[src/rtl/instr_cache_pkg.sv]
// Shared types and constants for the instruction cache fill path.
package instr_cache_pkg;

    typedef enum logic [1:0] {
        FILL_IDLE,
        FILL_FETCH,
        FILL_STREAM,
        FILL_DONE
    } fill_state_t;

    localparam int BEAT_BYTES = 8;
    localparam int BEAT_W     = BEAT_BYTES * 8;

endpackage

[src/rtl/instr_cache_fill_ctrl_if.sv]
// Bundle of the cache-side replacement stream and the memory-side beat read port.
interface instr_cache_fill_ctrl_if
    import instr_cache_pkg::*;
#(
    parameter int ADDR_W = 32
);
    logic              miss_i;
    logic [ADDR_W-1:0] miss_addr_i;
    logic              rep_active_o;
    logic [BEAT_W-1:0] rep_word_o;
    logic              fill_done_o;
    logic              busy_o;
    logic              mem_req_o;
    logic [ADDR_W-1:0] mem_addr_o;
    logic              mem_rvalid_i;
    logic [BEAT_W-1:0] mem_rdata_i;

    // The fill controller is the slave of the cache request and drives memory.
    modport slave (
        input  miss_i, miss_addr_i, mem_rvalid_i, mem_rdata_i,
        output rep_active_o, rep_word_o, fill_done_o, busy_o, mem_req_o, mem_addr_o
    );

    modport master (
        output miss_i, miss_addr_i, mem_rvalid_i, mem_rdata_i,
        input  rep_active_o, rep_word_o, fill_done_o, busy_o, mem_req_o, mem_addr_o
    );
endinterface

[src/rtl/fill_line_buffer.sv]
// One-block line buffer: register array with a write port and a registered,
// enable-gated read port whose output is the replacement beat.
module fill_line_buffer #(
    parameter int DEPTH = 8,
    parameter int AW    = 3,
    parameter int DW    = 64
) (
    input  logic          clk_i,
    input  logic          reset_n_i,
    input  logic          we,
    input  logic [AW-1:0] waddr,
    input  logic [DW-1:0] wdata,
    input  logic          re,
    input  logic [AW-1:0] raddr,
    output logic [DW-1:0] rdata
);
    logic [DW-1:0] mem [DEPTH];

    always_ff @(posedge clk_i) begin
        if (we) begin
            mem[waddr] <= wdata;
        end
    end

    // Only the read register is reset; it drives a top-level output.
    always_ff @(posedge clk_i or negedge reset_n_i) begin
        if (!reset_n_i) begin
            rdata <= '0;
        end else if (re) begin
            rdata <= mem[raddr];
        end
    end
endmodule

[src/rtl/instr_cache_fill_ctrl.sv]
// Instruction cache fill responder: fetches one block beat by beat from memory
// into a line buffer, then streams it to the cache set on consecutive cycles.
module instr_cache_fill_ctrl
    import instr_cache_pkg::*;
#(
    parameter int B      = 64,
    parameter int ADDR_W = 32
) (
    input  logic                    clk_i,
    input  logic                    reset_n_i,
    instr_cache_fill_ctrl_if.slave  bus
);
    localparam int BEATS    = B / BEAT_BYTES;
    localparam int CNT_W    = $clog2(BEATS);
    localparam int BLK_BITS = $clog2(B);
    localparam logic [CNT_W-1:0]  LAST_BEAT   = CNT_W'(BEATS - 1);
    localparam logic [ADDR_W-1:0] OFFSET_MASK = ADDR_W'((64'd1 << BLK_BITS) - 64'd1);

    // state        | meaning
    // FILL_IDLE    | waiting for a miss; miss_i is sampled only here
    // FILL_FETCH   | one beat read outstanding; cnt is the beat being fetched
    // FILL_STREAM  | presenting buf[cnt] to the set, one beat per cycle
    // FILL_DONE    | single-cycle fill_done pulse, then back to idle

    fill_state_t       state, state_d;
    logic [CNT_W-1:0]  cnt, cnt_d;
    logic [ADDR_W-1:0] base, base_d;

    logic              busy, busy_d;
    logic              mem_req, mem_req_d;
    logic [ADDR_W-1:0] mem_addr, mem_addr_d;
    logic              rep_active, rep_active_d;
    logic              fill_done, fill_done_d;

    logic              buf_we;
    logic              buf_re;
    logic [CNT_W-1:0]  buf_waddr;
    logic [CNT_W-1:0]  buf_raddr;
    logic [BEAT_W-1:0] buf_rdata;

    always_ff @(posedge clk_i or negedge reset_n_i) begin
        if (!reset_n_i) begin
            state      <= FILL_IDLE;
            cnt        <= '0;
            base       <= '0;
            busy       <= 1'b0;
            mem_req    <= 1'b0;
            mem_addr   <= '0;
            rep_active <= 1'b0;
            fill_done  <= 1'b0;
        end else begin
            state      <= state_d;
            cnt        <= cnt_d;
            base       <= base_d;
            busy       <= busy_d;
            mem_req    <= mem_req_d;
            mem_addr   <= mem_addr_d;
            rep_active <= rep_active_d;
            fill_done  <= fill_done_d;
        end
    end

    always_comb begin
        state_d = state;
        cnt_d   = cnt;
        base_d  = base;
        case (state)
            FILL_IDLE: begin
                if (bus.miss_i) begin
                    base_d  = bus.miss_addr_i & ~OFFSET_MASK;
                    cnt_d   = '0;
                    state_d = FILL_FETCH;
                end
            end
            FILL_FETCH: begin
                if (bus.mem_rvalid_i) begin
                    if (cnt == LAST_BEAT) begin
                        cnt_d   = '0;
                        state_d = FILL_STREAM;
                    end else begin
                        cnt_d = cnt + CNT_W'(1);
                    end
                end
            end
            FILL_STREAM: begin
                if (cnt == LAST_BEAT) begin
                    cnt_d   = '0;
                    state_d = FILL_DONE;
                end else begin
                    cnt_d = cnt + CNT_W'(1);
                end
            end
            FILL_DONE: begin
                state_d = FILL_IDLE;
            end
            default: begin
                state_d = FILL_IDLE;
            end
        endcase
    end

    // Outputs are decoded from the next state so the registered copies line up
    // with the state they describe; the buffer read address leads by one cycle.
    always_comb begin
        busy_d       = (state_d != FILL_IDLE);
        mem_req_d    = (state_d == FILL_FETCH);
        rep_active_d = (state_d == FILL_STREAM);
        fill_done_d  = (state_d == FILL_DONE);
        mem_addr_d   = '0;
        if (state_d == FILL_FETCH) begin
            mem_addr_d = base_d + ADDR_W'(cnt_d) * ADDR_W'(BEAT_BYTES);
        end
        buf_we    = (state == FILL_FETCH) && bus.mem_rvalid_i;
        buf_waddr = cnt;
        buf_re    = (state_d == FILL_STREAM);
        buf_raddr = cnt_d;
    end

    fill_line_buffer #(
        .DEPTH (BEATS),
        .AW    (CNT_W),
        .DW    (BEAT_W)
    ) u_line_buffer (
        .clk_i     (clk_i),
        .reset_n_i (reset_n_i),
        .we        (buf_we),
        .waddr     (buf_waddr),
        .wdata     (bus.mem_rdata_i),
        .re        (buf_re),
        .raddr     (buf_raddr),
        .rdata     (buf_rdata)
    );

    assign bus.busy_o       = busy;
    assign bus.mem_req_o    = mem_req;
    assign bus.mem_addr_o   = mem_addr;
    assign bus.rep_active_o = rep_active;
    assign bus.rep_word_o   = buf_rdata;
    assign bus.fill_done_o  = fill_done;
endmodule

[src/flat_wrapper.sv]
// flat-port wrapper written by rule: the top's interface ports become plain ports
module instr_cache_fill_ctrl_flat import instr_cache_pkg::*;
#(
    parameter int B      = 64,
    parameter int ADDR_W = 32
)
  (clk_i, reset_n_i, bus_miss_i, bus_miss_addr_i, bus_mem_rvalid_i, bus_mem_rdata_i, bus_rep_active_o, bus_rep_word_o, bus_fill_done_o, bus_busy_o, bus_mem_req_o, bus_mem_addr_o);
  instr_cache_fill_ctrl_if #(.ADDR_W(ADDR_W)) bus_i ();
  input  logic clk_i;
  input  logic reset_n_i;
  input wire logic [$bits(bus_i.miss_i)-1:0] bus_miss_i;
  input wire logic [$bits(bus_i.miss_addr_i)-1:0] bus_miss_addr_i;
  input wire logic [$bits(bus_i.mem_rvalid_i)-1:0] bus_mem_rvalid_i;
  input wire logic [$bits(bus_i.mem_rdata_i)-1:0] bus_mem_rdata_i;
  output wire logic [$bits(bus_i.rep_active_o)-1:0] bus_rep_active_o;
  output wire logic [$bits(bus_i.rep_word_o)-1:0] bus_rep_word_o;
  output wire logic [$bits(bus_i.fill_done_o)-1:0] bus_fill_done_o;
  output wire logic [$bits(bus_i.busy_o)-1:0] bus_busy_o;
  output wire logic [$bits(bus_i.mem_req_o)-1:0] bus_mem_req_o;
  output wire logic [$bits(bus_i.mem_addr_o)-1:0] bus_mem_addr_o;
  assign bus_i.miss_i = bus_miss_i;
  assign bus_i.miss_addr_i = bus_miss_addr_i;
  assign bus_i.mem_rvalid_i = bus_mem_rvalid_i;
  assign bus_i.mem_rdata_i = bus_mem_rdata_i;
  assign bus_rep_active_o = bus_i.rep_active_o;
  assign bus_rep_word_o = bus_i.rep_word_o;
  assign bus_fill_done_o = bus_i.fill_done_o;
  assign bus_busy_o = bus_i.busy_o;
  assign bus_mem_req_o = bus_i.mem_req_o;
  assign bus_mem_addr_o = bus_i.mem_addr_o;
  instr_cache_fill_ctrl #(.B(B), .ADDR_W(ADDR_W)) u_core (.clk_i(clk_i), .reset_n_i(reset_n_i), .bus(bus_i));
endmodule
[config.mk]
export PLATFORM = sky130hd
export DESIGN_NAME = instr_cache_fill_ctrl_flat
export DESIGN_NICKNAME = d
export VERILOG_FILES = /design/src/rtl/instr_cache_pkg.sv /design/src/rtl/instr_cache_fill_ctrl_if.sv /design/src/rtl/fill_line_buffer.sv /design/src/rtl/instr_cache_fill_ctrl.sv /design/src/flat_wrapper.sv
export SDC_FILE = /design/constraint.sdc
export NUM_CORES = 1
export LEC_CHECK = 0
export CORE_MARGIN = 2
export CORE_UTILIZATION = 52
export CTS_BUF_LIST = sky130_fd_sc_hd__clkbuf_16
export CTS_CLUSTER_SIZE = 20
export DETAILED_ROUTE_END_ITERATION = 8
export GPL_TIMING_DRIVEN = 0
export PLACE_DENSITY_LB_ADDON = 0.25
export SLEW_MARGIN = 20
export SYNTH_ARGS = -nofsm -noshare
export SYNTH_HDL_FRONTEND = slang
export SYNTH_SLANG_ARGS = --single-unit
export TNS_END_PERCENT = 50
[constraint.sdc]
create_clock -name clk_i -period 5.6 [get_ports clk_i]
set_input_delay 0.84 -clock clk_i [delete_from_list [all_inputs] [get_ports clk_i]]
set_output_delay 0.84 -clock clk_i [all_outputs]
set_load 0.02 [all_outputs]
==> results.sh, run 1 <==
export IMPL_path_clk_slew_ps=60
export IMPL_crit_path_frequent_cell="sky130_fd_sc_hd__ha_1"
export IMPL_clock_tree_root_cell="sky130_fd_sc_hd__clkbuf_16"
export IMPL_drt_pass1_iter_count=5
export IMPL_synth_seq_cells=649
export IMPL_synth_flop_cell="sky130_fd_sc_hd__edfxtp_1"
export IMPL_min_delay_path_class="in2async"
export IMPL_post_cts_setup_buffer_count=0
export IMPL_tritoncts_num_buffers=66
export IMPL_route_detailed_wl_per_inst_um=22.9
export IMPL_endpoint_kind="register"
export IMPL_num_nets_final=1967
export IMPL_outcome="completed"
export IMPL_synth_warnings=0
export IMPL_grt_setup_unrepaired="no"
export IMPL_clock_fmax_mhz=223
export IMPL_path_max_fanout=11
export IMPL_worst_endpoint_arrival_ps=4920
export IMPL_via_count_of_the_first_global_routing_pass=14700
export IMPL_die_x_um=226
export IMPL_postCtsHoldBufs=0
export IMPL_gr_usage_all_layers=0.233
export IMPL_synth_commonest_cells="sky130_fd_sc_hd__edfxtp_1, sky130_fd_sc_hd__mux2i_1, sky130_fd_sc_hd__nand2_1, sky130_fd_sc_hd__dfrtp_1, sky130_fd_sc_hd__nor2_1"
export IMPL_cts_sink_count=649
export IMPL_antenna_found_initial=7
export IMPL_setup_tns_final_ps=0
export IMPL_clk_buf_depth=3
export IMPL_peakVddDrop_uv=374
export IMPL_critical_path_slowest_cell="sky130_fd_sc_hd__dfrtp_1"
export IMPL_synth_seq_area_share=0.731
export IMPL_synthesis_area_per_instance_um2=16.4
export IMPL_clock_tree_from_tritoncts="done"
export IMPL_coreArea_um2=48800
export IMPL_synth_edff_count=512
export IMPL_max_cap_viol_count=0
export IMPL_synth_fp_nets=1670
export IMPL_worst_ep_required_time_ps=6040
export IMPL_netlist_top_cell_by_area="sky130_fd_sc_hd__edfxtp_1"
export IMPL_initialDrtViolationCount=1233
export IMPL_worst_r2r_cell_count=19
export IMPL_place_congestion=0.828
export IMPL_io_pin_count=200
export IMPL_synth_async_reset_ratio=0.211
export IMPL_timing_slew_headroom=0.440
export IMPL_grt_overflow=0
export IMPL_worst_r2r_endpoint="u_core.bus.mem_addr_o[13]"
export IMPL_vias_per_cell=5.66
export IMPL_drc=0
export IMPL_start_kind="register"
export IMPL_p_per_area_nw_per_um2=525
export IMPL_yosys_top_cells_area="sky130_fd_sc_hd__edfxtp_1, sky130_fd_sc_hd__dfrtp_1, sky130_fd_sc_hd__mux2i_1, sky130_fd_sc_hd__mux2_2, sky130_fd_sc_hd__nand2_1"
export IMPL_fin_crit_sh=0.801
export IMPL_grt_start_max_net_pins=75
export IMPL_final_setup_viol_count=0
export IMPL_finish_utilization=0.640
export IMPL_yosys_cell_count_top_type="sky130_fd_sc_hd__edfxtp_1"
export IMPL_postCtsResizedCells=0
export IMPL_worstSkewPairLatency_ps=590
export IMPL_finalHoldViolations=0
export IMPL_totalPowerFinal_uw=16400
export IMPL_worstPathCellList="ha_1 > ha_1 > nor4bb_1 > a211oi_1 > and2_4 > clkinv_2 > buf_6 > buf_6 > buf_4 > ha_1 > inv_1 > fa_1 > inv_1 > a21oi_1 > nor3_2 > buf_2 > nand4_1 > xnor2_1 > nor2_1"
export IMPL_ant_nets=0
export IMPL_critical_path_reg2reg_startpoint="u_core.buf_waddr[1]"
export IMPL_critPathMaxStageDelay_ps=490
export IMPL_fin_crit_ps=4490
export IMPL_whs_ps=255
export IMPL_design_die_area_um2=51200
export IMPL_floorplan_die_height_um=226
export IMPL_cts_htree_levels=3
export IMPL_numPortBuffers=193
export IMPL_synth_cell_type_count=61
export IMPL_reg2reg_slack_ps=1110
export IMPL_mappedNetlistArea_um2=25700
export IMPL_cellLeakagePower_uw=0.0113
export IMPL_grt_first_pass_wirelength_um=87500
export IMPL_detail_route_wirelength_um=59000
export IMPL_placement_rows=81
export IMPL_final_layout_size_suffix_gt1_frac=0.171
export IMPL_effective_utilization_at_floorplan=0.526
export IMPL_dp_final_hpwl_um=37700
export IMPL_syn_to_final_growth_pct=21.6
export IMPL_worst_pin_slew_ps=840
export IMPL_syn_instance_count=1564
export IMPL_netlist_area_leader_share=0.598
export IMPL_setup_skew_after_layout_ps=16.6
export IMPL_critical_path_class="reg2reg"
export IMPL_routed_via_count=14600
export IMPL_slew_violations=0
-- worst max-delay path: cells and delay by family (launching register included) --
kind / cells / cell delay [ps]
DFF: 1 / 490
AOI/OAI and AO/OA: 2 / 210
adders and majority gates: 4 / 1130
xor gates and xnor gates: 1 / 150
and+or+nand+nor: 5 / 1090
buffers and inverters: 7 / 1260
-- how the worst max path moves through the flow --
stage                                 endpoint                start  slack [ps]  depth (start not counted)
2_1_floorplan   u_core.u_line_buffer.mem[1][0]     bus_mem_rvalid_i        -470                          3
3_3_place_gp   u_core.u_line_buffer.mem[1][53]     bus_mem_rvalid_i       -5690                          4
3_5_place_dp         u_core.bus.mem_addr_o[13]           bus_miss_i         700                         18
4_1_cts              u_core.bus.mem_addr_o[13]  u_core.buf_waddr[1]        1080                         19
5_1_grt              u_core.bus.mem_addr_o[13]  u_core.buf_waddr[1]         760                         19
6_report             u_core.bus.mem_addr_o[13]  u_core.buf_waddr[1]        1110                         19
-- metal layers --
layer / vias to the layer above / global-route usage / part of all wire
met5: - / 0 / 0.0011
met4: 10 / 0.0724 / 0.021
met3: 88 / 0.0455 / 0.069
met2: 485 / 0.387 / 0.49
met1: 7425 / 0.311 / 0.42
li1: 6562 / - / -
-- per-stage QoR --
| step | area [um2] | setup slack [ps] | cells |
|---|---|---|---|
| 3_3_place_gp | 28500 | -5690 | 2421 |
| 2_1_floorplan | 25700 | -474 | 1564 |
| 3_5_place_dp | 29200 | 697 | 2457 |
| 6_report | 31300 | 1110 | 2575 |
| 4_1_cts | 31300 | 1080 | 2573 |
| 5_1_grt | 31300 | 759 | 2574 |
-- cells by family (layout without fill, tap and decap cells) --
family	count (synthesis)	in the layout	synth area share
flops	649	649	0.731
simple gates	360	360	0.0669
mux	271	271	0.110
compound gates	161	161	0.0601
buf+inv	104	449	0.0240
xor+xnor	13	13	0.00443
fa+ha+maj	6	6	0.00321
other cells	0	2	0
-- state kept, by name (all words and copies together) (netlist names), 2 cells and up --
signal / count
u_core.u_line_buffer.rdata: 64
u_core.bus.mem_addr_o: 32
u_core.buf_waddr: 3
u_core.state: 2
u_core.base: 32
u_core.u_line_buffer.mem: 512
-- layout make-up --
| cell class | instances | area (um2) |
|---|---|---|
| sequential | 649 | 18800 |
| tap | 664 | 831 |
| multi-input combinational | 811 | 6350 |
| inverter | 22 | 83.8 |
| clock buffer | 71 | 1780 |
| buffer | 82 | 534 |
| timing repair buffer | 229 | 2580 |
| antenna | 2 | 5.00 |
| fill | 3475 | 17600 |
| clock inverter | 45 | 302 |
-- placed cells by master, fill, tap and decap left out, types with 19 or more instances in the layout --
cell / synthesis / layout
sky130_fd_sc_hd__mux2i_1: 186 / 186
sky130_fd_sc_hd__buf_2: 19 / 19
sky130_fd_sc_hd__buf_4: 12 / 20
sky130_fd_sc_hd__mux2_2: 81 / 81
sky130_fd_sc_hd__dfrtp_1: 137 / 137
sky130_fd_sc_hd__nor2_1: 86 / 80
sky130_fd_sc_hd__a211oi_2: 26 / 26
sky130_fd_sc_hd__clkdlybuf4s50_1: 0 / 192
sky130_fd_sc_hd__edfxtp_1: 512 / 512
sky130_fd_sc_hd__a211oi_1: 39 / 39
sky130_fd_sc_hd__and3_1: 26 / 26
sky130_fd_sc_hd__inv_1: 20 / 37
sky130_fd_sc_hd__clkbuf_16: 0 / 71
sky130_fd_sc_hd__clkbuf_1: 28 / 28
sky130_fd_sc_hd__nand2_1: 147 / 147
sky130_fd_sc_hd__buf_6: 21 / 25
sky130_fd_sc_hd__and2_1: 28 / 28
sky130_fd_sc_hd__a32o_1: 46 / 46
-- where the power goes --
| part | switching (uW) | internal (uW) |
|---|---|---|
| Combinational | 3160 | 2430 |
| Clock | 1750 | 2460 |
| Sequential | 396 | 6200 |
Power figures use the tool's default switching activity.
==> run 2, diff against run 1 <==
Clock period 5.6 ns to 3.7 ns, I/O delays scaled along.
==> run 2 against run 1 <==
Effect of this change:
- largest cell class unchanged
- critical endpoint is now u_core.bus.mem_addr_o[31]
- critical path depth down 1
- global-route usage about the same
- first-iteration DRC count down 7.7%
==> results.sh, run 2 (same netlist as run 1, synthesis figures left out) <==
export IMPL_outcome="completed"
export IMPL_grt_setup_unrepaired="no"
export IMPL_reg_with_most_ffs="u_core.u_line_buffer.mem"
export IMPL_worst_r2r_cell_count=18
export IMPL_design_die_area_um2=51200
export IMPL_mostFrequentLayoutCells="sky130_fd_sc_hd__edfxtp_1, sky130_fd_sc_hd__clkdlybuf4s50_1, sky130_fd_sc_hd__mux2i_1"
export IMPL_path_clk_slew_ps=60
export IMPL_cts_htree_levels=3
export IMPL_largestRegisters="u_core.u_line_buffer.mem x512, u_core.u_line_buffer.rdata x64"
export IMPL_worst_pin_slew_ps=936
export IMPL_antenna_found_initial=4
export IMPL_route_detailed_wl_per_inst_um=22.6
export IMPL_worst_ep_required_time_ps=4210
export IMPL_final_setup_viol_count=0
export IMPL_timing_critical_path_from="u_core.buf_waddr[0]"
export IMPL_drt_pass1_iter_count=5
export IMPL_die_x_um=226
export IMPL_min_delay_path_class="reg2reg"
export IMPL_reg2reg_slack_ps=190
export IMPL_via_count_of_the_first_global_routing_pass=14900
export IMPL_cts_sink_count=649
export IMPL_grt_start_max_net_pins=89
export IMPL_floorplan_die_height_um=226
export IMPL_path_max_fanout=10
export IMPL_gr_usage_all_layers=0.233
export IMPL_detail_route_wirelength_um=58500
export IMPL_cellLeakagePower_uw=0.0114
export IMPL_coreArea_um2=48800
export IMPL_syn_to_final_growth_pct=22.3
export IMPL_num_nets_final=1968
export IMPL_most_common_library_cell_in_the_layout_ignoring_fill_and_taps="sky130_fd_sc_hd__edfxtp_1"
export IMPL_worstSkewPairLatency_ps=600
export IMPL_peakVddDrop_uv=383
export IMPL_final_layout_size_suffix_gt1_frac=0.175
export IMPL_largest_register_ff_count=512
export IMPL_finalHoldViolations=0
export IMPL_clk_buf_depth=3
export IMPL_endpoint_kind="register"
export IMPL_ant_nets=0
export IMPL_max_cap_viol_count=0
export IMPL_worst_slack_ps=195
export IMPL_effective_utilization_at_floorplan=0.526
export IMPL_slew_violations=0
export IMPL_grt_first_pass_wirelength_um=88200
export IMPL_fin_crit_ps=3510
export IMPL_setup_skew_after_layout_ps=25.8
export IMPL_start_kind="register"
export IMPL_dp_final_hpwl_um=37500
export IMPL_numPortBuffers=193
export IMPL_initialDrtViolationCount=1138
export IMPL_vias_per_cell=5.64
export IMPL_grt_overflow=0
export IMPL_routed_via_count=14600
export IMPL_fin_crit_sh=0.947
export IMPL_io_pin_count=200
export IMPL_endpoint="u_core.bus.mem_addr_o[31]"
export IMPL_placement_rows=81
export IMPL_clock_fmax_mhz=285
export IMPL_whs_ps=477
export IMPL_fillerInstances=3464
export IMPL_critical_path_class="reg2reg"
export IMPL_place_congestion=0.798
export IMPL_drc=0
export IMPL_preCtsSetupSlack_ps=-906
export IMPL_tritoncts_num_buffers=68
export IMPL_timing_slew_headroom=0.376
export IMPL_clock_tree_root_cell="sky130_fd_sc_hd__clkbuf_16"
export IMPL_clock_tree_from_tritoncts="done"
export IMPL_worst_endpoint_arrival_ps=4020
export IMPL_worst_r2r_endpoint="u_core.bus.mem_addr_o[31]"
export IMPL_p_per_area_nw_per_um2=797
export IMPL_critical_path_reg2reg_startpoint="u_core.buf_waddr[0]"
==> run 2: cell count changes in the layout (fill, tap and decap cells not counted), moves of 4 or more <==
cell                       delta
sky130_fd_sc_hd__buf_16       -4
sky130_fd_sc_hd__buf_6        -4
sky130_fd_sc_hd__buf_12       +5
sky130_fd_sc_hd__clkinv_1     +5
sky130_fd_sc_hd__buf_8        +7
sky130_fd_sc_hd__buf_4        -5
sky130_fd_sc_hd__clkinv_2     +4
==> run 2: layer usage <==
metal / part of all wire / vias to the layer above / global-route usage
li1: - / 6564 / -
met1: 0.43 / 7432 / 0.317
met2: 0.49 / 468 / 0.385
met3: 0.057 / 98 / 0.0371
met4: 0.023 / 4 / 0.0800
met5: 0.00046 / - / 0
==> run 2: power by group <==
group / leakage (uW) / switching [uW] / internal, uW
logic: 0.00401 / 4780 / 3790
clock network: 0.00112 / 2710 / 3780
registers: 0.00626 / 606 / 9390
==> run 2: what timing repair did <==
| item | CTS | global route |
|---|---|---|
| gates cloned | 1 | 0 |
| setup endpoints to repair | 22 | 12 |
| setup buffers | 4 | 0 |
| hold endpoints to repair | 49 | 0 |
| gates resized for setup | 12 | 5 |
| hold buffers | 1 | 0 |
| pin swaps | 2 | 2 |
==> run 2: through the flow <==
step	utilization	instance area (um2)	total power (uW)	TNS, ps	cells
floorplan	-	25700	15300	-193390	1564
global placement	0.583	28500	18300	-2479040	2421
detailed placement	0.597	29200	18600	-12360	2452
CTS	0.643	31400	25300	0	2581
global route	0.643	31400	26200	0	2582
finish	0.643	31400	25100	0	2583
==> run 2: how the worst min path moves through the flow <==
stage | end | start | depth (start not counted)
after floorplan | u_core.base[0] | reset_n_i | 0
after global placement | u_core.base[1] | u_core.base[1] | 1
after detailed placement | u_core.base[1] | u_core.base[1] | 1
after CTS | u_core.base[1] | u_core.base[1] | 1
after global routing | u_core.base[2] | u_core.base[2] | 1
final | u_core.base[1] | u_core.base[1] | 1
==> run 2: final cells by class <==
| class | instances | area (um2) | share of cell area |
|---|---|---|---|
| Antenna cell | 3 | 7.51 | 0.000239 |
| Buffer | 80 | 549 | 0.0175 |
| Multi-Input combinational cell | 811 | 6400 | 0.204 |
| Clock buffer | 70 | 1750 | 0.0557 |
| Timing Repair Buffer | 230 | 2620 | 0.0832 |
| Sequential cell | 649 | 18800 | 0.598 |
| Tap cell | 664 | 831 | 0.0264 |
| Inverter | 22 | 87.6 | 0.00279 |
| Clock inverter | 54 | 384 | 0.0122 |
==> run 2: critical path: stages (launching register included) <==
cell,delay [ps]
sky130_fd_sc_hd__dfrtp_2,420
sky130_fd_sc_hd__ha_1,240
sky130_fd_sc_hd__ha_4,200
sky130_fd_sc_hd__nor4bb_4,250
sky130_fd_sc_hd__a211oi_1,110
sky130_fd_sc_hd__and2_4,190
sky130_fd_sc_hd__clkinv_4,80
sky130_fd_sc_hd__buf_12,120
sky130_fd_sc_hd__buf_16,140
sky130_fd_sc_hd__ha_1,180
sky130_fd_sc_hd__inv_1,60
sky130_fd_sc_hd__fa_2,370
sky130_fd_sc_hd__inv_1,70
sky130_fd_sc_hd__a21oi_1,110
sky130_fd_sc_hd__nor3_4,150
sky130_fd_sc_hd__buf_6,150
sky130_fd_sc_hd__nand4_1,100
sky130_fd_sc_hd__or3_1,320
sky130_fd_sc_hd__a21oi_1,150
==> run 3, diff against run 2 <==
Settings changed: SLEW_MARGIN 20 to not set.
==> run 3 against run 2 <==
Effect of this change:
- die area unchanged
- total power up 0.52%
- via count down 0.58%
- clock skew down 7.2 ps
- critical path depth unchanged
- clock power up 1%
- clock-buffer cell count down 2
- cell area up 0.14%
- sequential share of layout area down 0.083 points
- worst setup slack worse by 5.4 ps
- critical path type unchanged
- largest cell class unchanged
==> results.sh, run 3 (same netlist as run 1, synthesis figures left out) <==
export IMPL_outcome="completed"
export IMPL_coreArea_um2=48800
export IMPL_critPathMaxStageDelay_ps=410
export IMPL_path_clk_slew_ps=60
export IMPL_gr_usage_all_layers=0.232
export IMPL_totalPowerFinal_uw=25200
export IMPL_most_common_library_cell_in_the_layout_ignoring_fill_and_taps="sky130_fd_sc_hd__edfxtp_1"
export IMPL_min_delay_path_class="in2async"
export IMPL_drc=0
export IMPL_p_per_area_nw_per_um2=800
export IMPL_detail_route_wirelength_um=58400
export IMPL_cts_sink_count=649
export IMPL_path_max_fanout=10
export IMPL_num_nets_final=1961
export IMPL_worst_slack_ps=189
export IMPL_clock_fmax_mhz=285
export IMPL_drt_pass1_iter_count=5
export IMPL_fin_crit_sh=0.949
export IMPL_cts_htree_levels=3
export IMPL_floorplan_die_height_um=226
export IMPL_cellLeakagePower_uw=0.0114
export IMPL_largest_register_ff_count=512
export IMPL_placement_rows=81
export IMPL_critical_path_slowest_cell="sky130_fd_sc_hd__dfrtp_2"
export IMPL_worst_endpoint_arrival_ps=4010
export IMPL_routed_via_count=14500
export IMPL_numPortBuffers=193
export IMPL_reg_with_most_ffs="u_core.u_line_buffer.mem"
export IMPL_place_congestion=0.798
export IMPL_fin_crit_ps=3510
export IMPL_finalHoldViolations=0
export IMPL_post_route_cell_area_um2=31500
export IMPL_placedInstanceArea_um2=29200
export IMPL_io_pin_count=200
export IMPL_antenna_found_initial=4
export IMPL_slew_violations=0
export IMPL_fillerInstances=3475
export IMPL_design_die_area_um2=51200
export IMPL_grt_overflow=0
export IMPL_endpoint_kind="register"
export IMPL_effective_utilization_at_floorplan=0.526
export IMPL_largestRegisters="u_core.u_line_buffer.mem x512, u_core.u_line_buffer.rdata x64"
export IMPL_grt_setup_unrepaired="no"
export IMPL_final_layout_size_suffix_gt1_frac=0.174
export IMPL_worstSkewPairLatency_ps=590
export IMPL_clock_tree_root_cell="sky130_fd_sc_hd__clkbuf_16"
export IMPL_worst_ep_required_time_ps=4200
export IMPL_worstPathCellList="ha_1 > ha_4 > nor4bb_4 > a211oi_1 > and2_4 > clkinv_4 > buf_12 > buf_16 > ha_2 > inv_1 > fa_2 > inv_1 > a21oi_1 > nor3_4 > buf_12 > nand4_1 > or3_1 > a21oi_1"
export IMPL_reg2reg_slack_ps=190
export IMPL_peakVddDrop_uv=393
export IMPL_setup_skew_after_layout_ps=18.6
export IMPL_initialDrtViolationCount=1165
export IMPL_syn_to_final_growth_pct=22.4
export IMPL_via_count_of_the_first_global_routing_pass=15000
export IMPL_setup_tns_final_ps=0
export IMPL_whs_ps=469
export IMPL_critical_path_class="reg2reg"
export IMPL_tritoncts_num_buffers=66
export IMPL_ant_nets=0
export IMPL_vias_per_cell=5.63
export IMPL_route_detailed_wl_per_inst_um=22.7
export IMPL_max_cap_viol_count=0
export IMPL_grt_first_pass_wirelength_um=88000
export IMPL_worst_pin_slew_ps=1180
export IMPL_dp_final_hpwl_um=37200
export IMPL_grt_start_max_net_pins=104
export IMPL_start_kind="register"
export IMPL_preCtsSetupSlack_ps=-902
export IMPL_clk_buf_depth=3
export IMPL_die_x_um=226
export IMPL_mostFrequentLayoutCells="sky130_fd_sc_hd__edfxtp_1, sky130_fd_sc_hd__clkdlybuf4s50_1, sky130_fd_sc_hd__mux2i_1"
export IMPL_clock_tree_from_tritoncts="done"
export IMPL_timing_slew_headroom=0.207
export IMPL_final_setup_viol_count=0
export IMPL_worst_r2r_cell_count=18
[run 3: power breakdown]
part | switching, uW | internal (uW)
clock | 2710 | 3840
combinational | 4810 | 3830
sequential | 609 | 9390
[run 3: area by class of cell]
class	instances	area, um2	share of cell area
flip-flops and latches	649	18800	0.597
inverters	22	87.6	0.00278
plain buffers	80	553	0.0176
multi-input cells	811	6400	0.203
repair buffers	225	2640	0.0837
well taps	664	831	0.0264
clock buffers	68	1700	0.0541
diodes	1	2.50	0.0000795
clock inverters	54	462	0.0147
[run 3: path summary, 6_finish.rpt]
| path | startpoint | end |
|---|---|---|
| min reg2reg | u_core.base[1] | u_core.base[1] |
| min | reset_n_i | u_core.u_line_buffer.rdata[32] |
| max reg2reg | u_core.buf_waddr[0] | u_core.bus.mem_addr_o[31] |
| max | u_core.buf_waddr[0] | u_core.bus.mem_addr_o[31] |
| max in group asynchronous | reset_n_i | u_core.bus.mem_addr_o[7] |
| min in group clk_i | u_core.base[1] | u_core.base[1] |
[run 3: worst max-delay path: cells and delay by family, from the launching register on]
family | cells | cell delay, ps
and+or+nand+nor | 5 | 1030
adders and majority gates | 4 | 990
buffers and inverters | 6 | 620
DFF | 1 | 410
AOI/OAI and AO/OA | 3 | 370
[run 3: timing repair]
item / in CTS / in global routing
setup endpoints to repair: 23 / 23
hold buffers: 1 / 0
setup buffers: 4 / 0
gates cloned: 1 / 0
gates resized for setup: 12 / 6
endpoints found under the hold margin: 34 / 0
pin swaps: 2 / 3
[run 3: metrics by stage]
stage                util  instances
floorplan               -       1564
finish              0.644       2574
CTS                 0.644       2574
global placement    0.583       2421
global route        0.644       2574
detailed placement  0.597       2447
[run 3: metal layers]
| metal | wire length (um) | share of wire | GRT usage |
|---|---|---|---|
| met3 | 3680 | 0.063 | 0.0419 |
| met4 | 1040 | 0.018 | 0.0707 |
| met5 | 40 | 0.00069 | 0 |
| met2 | 29000 | 0.50 | 0.387 |
| met1 | 24700 | 0.42 | 0.311 |
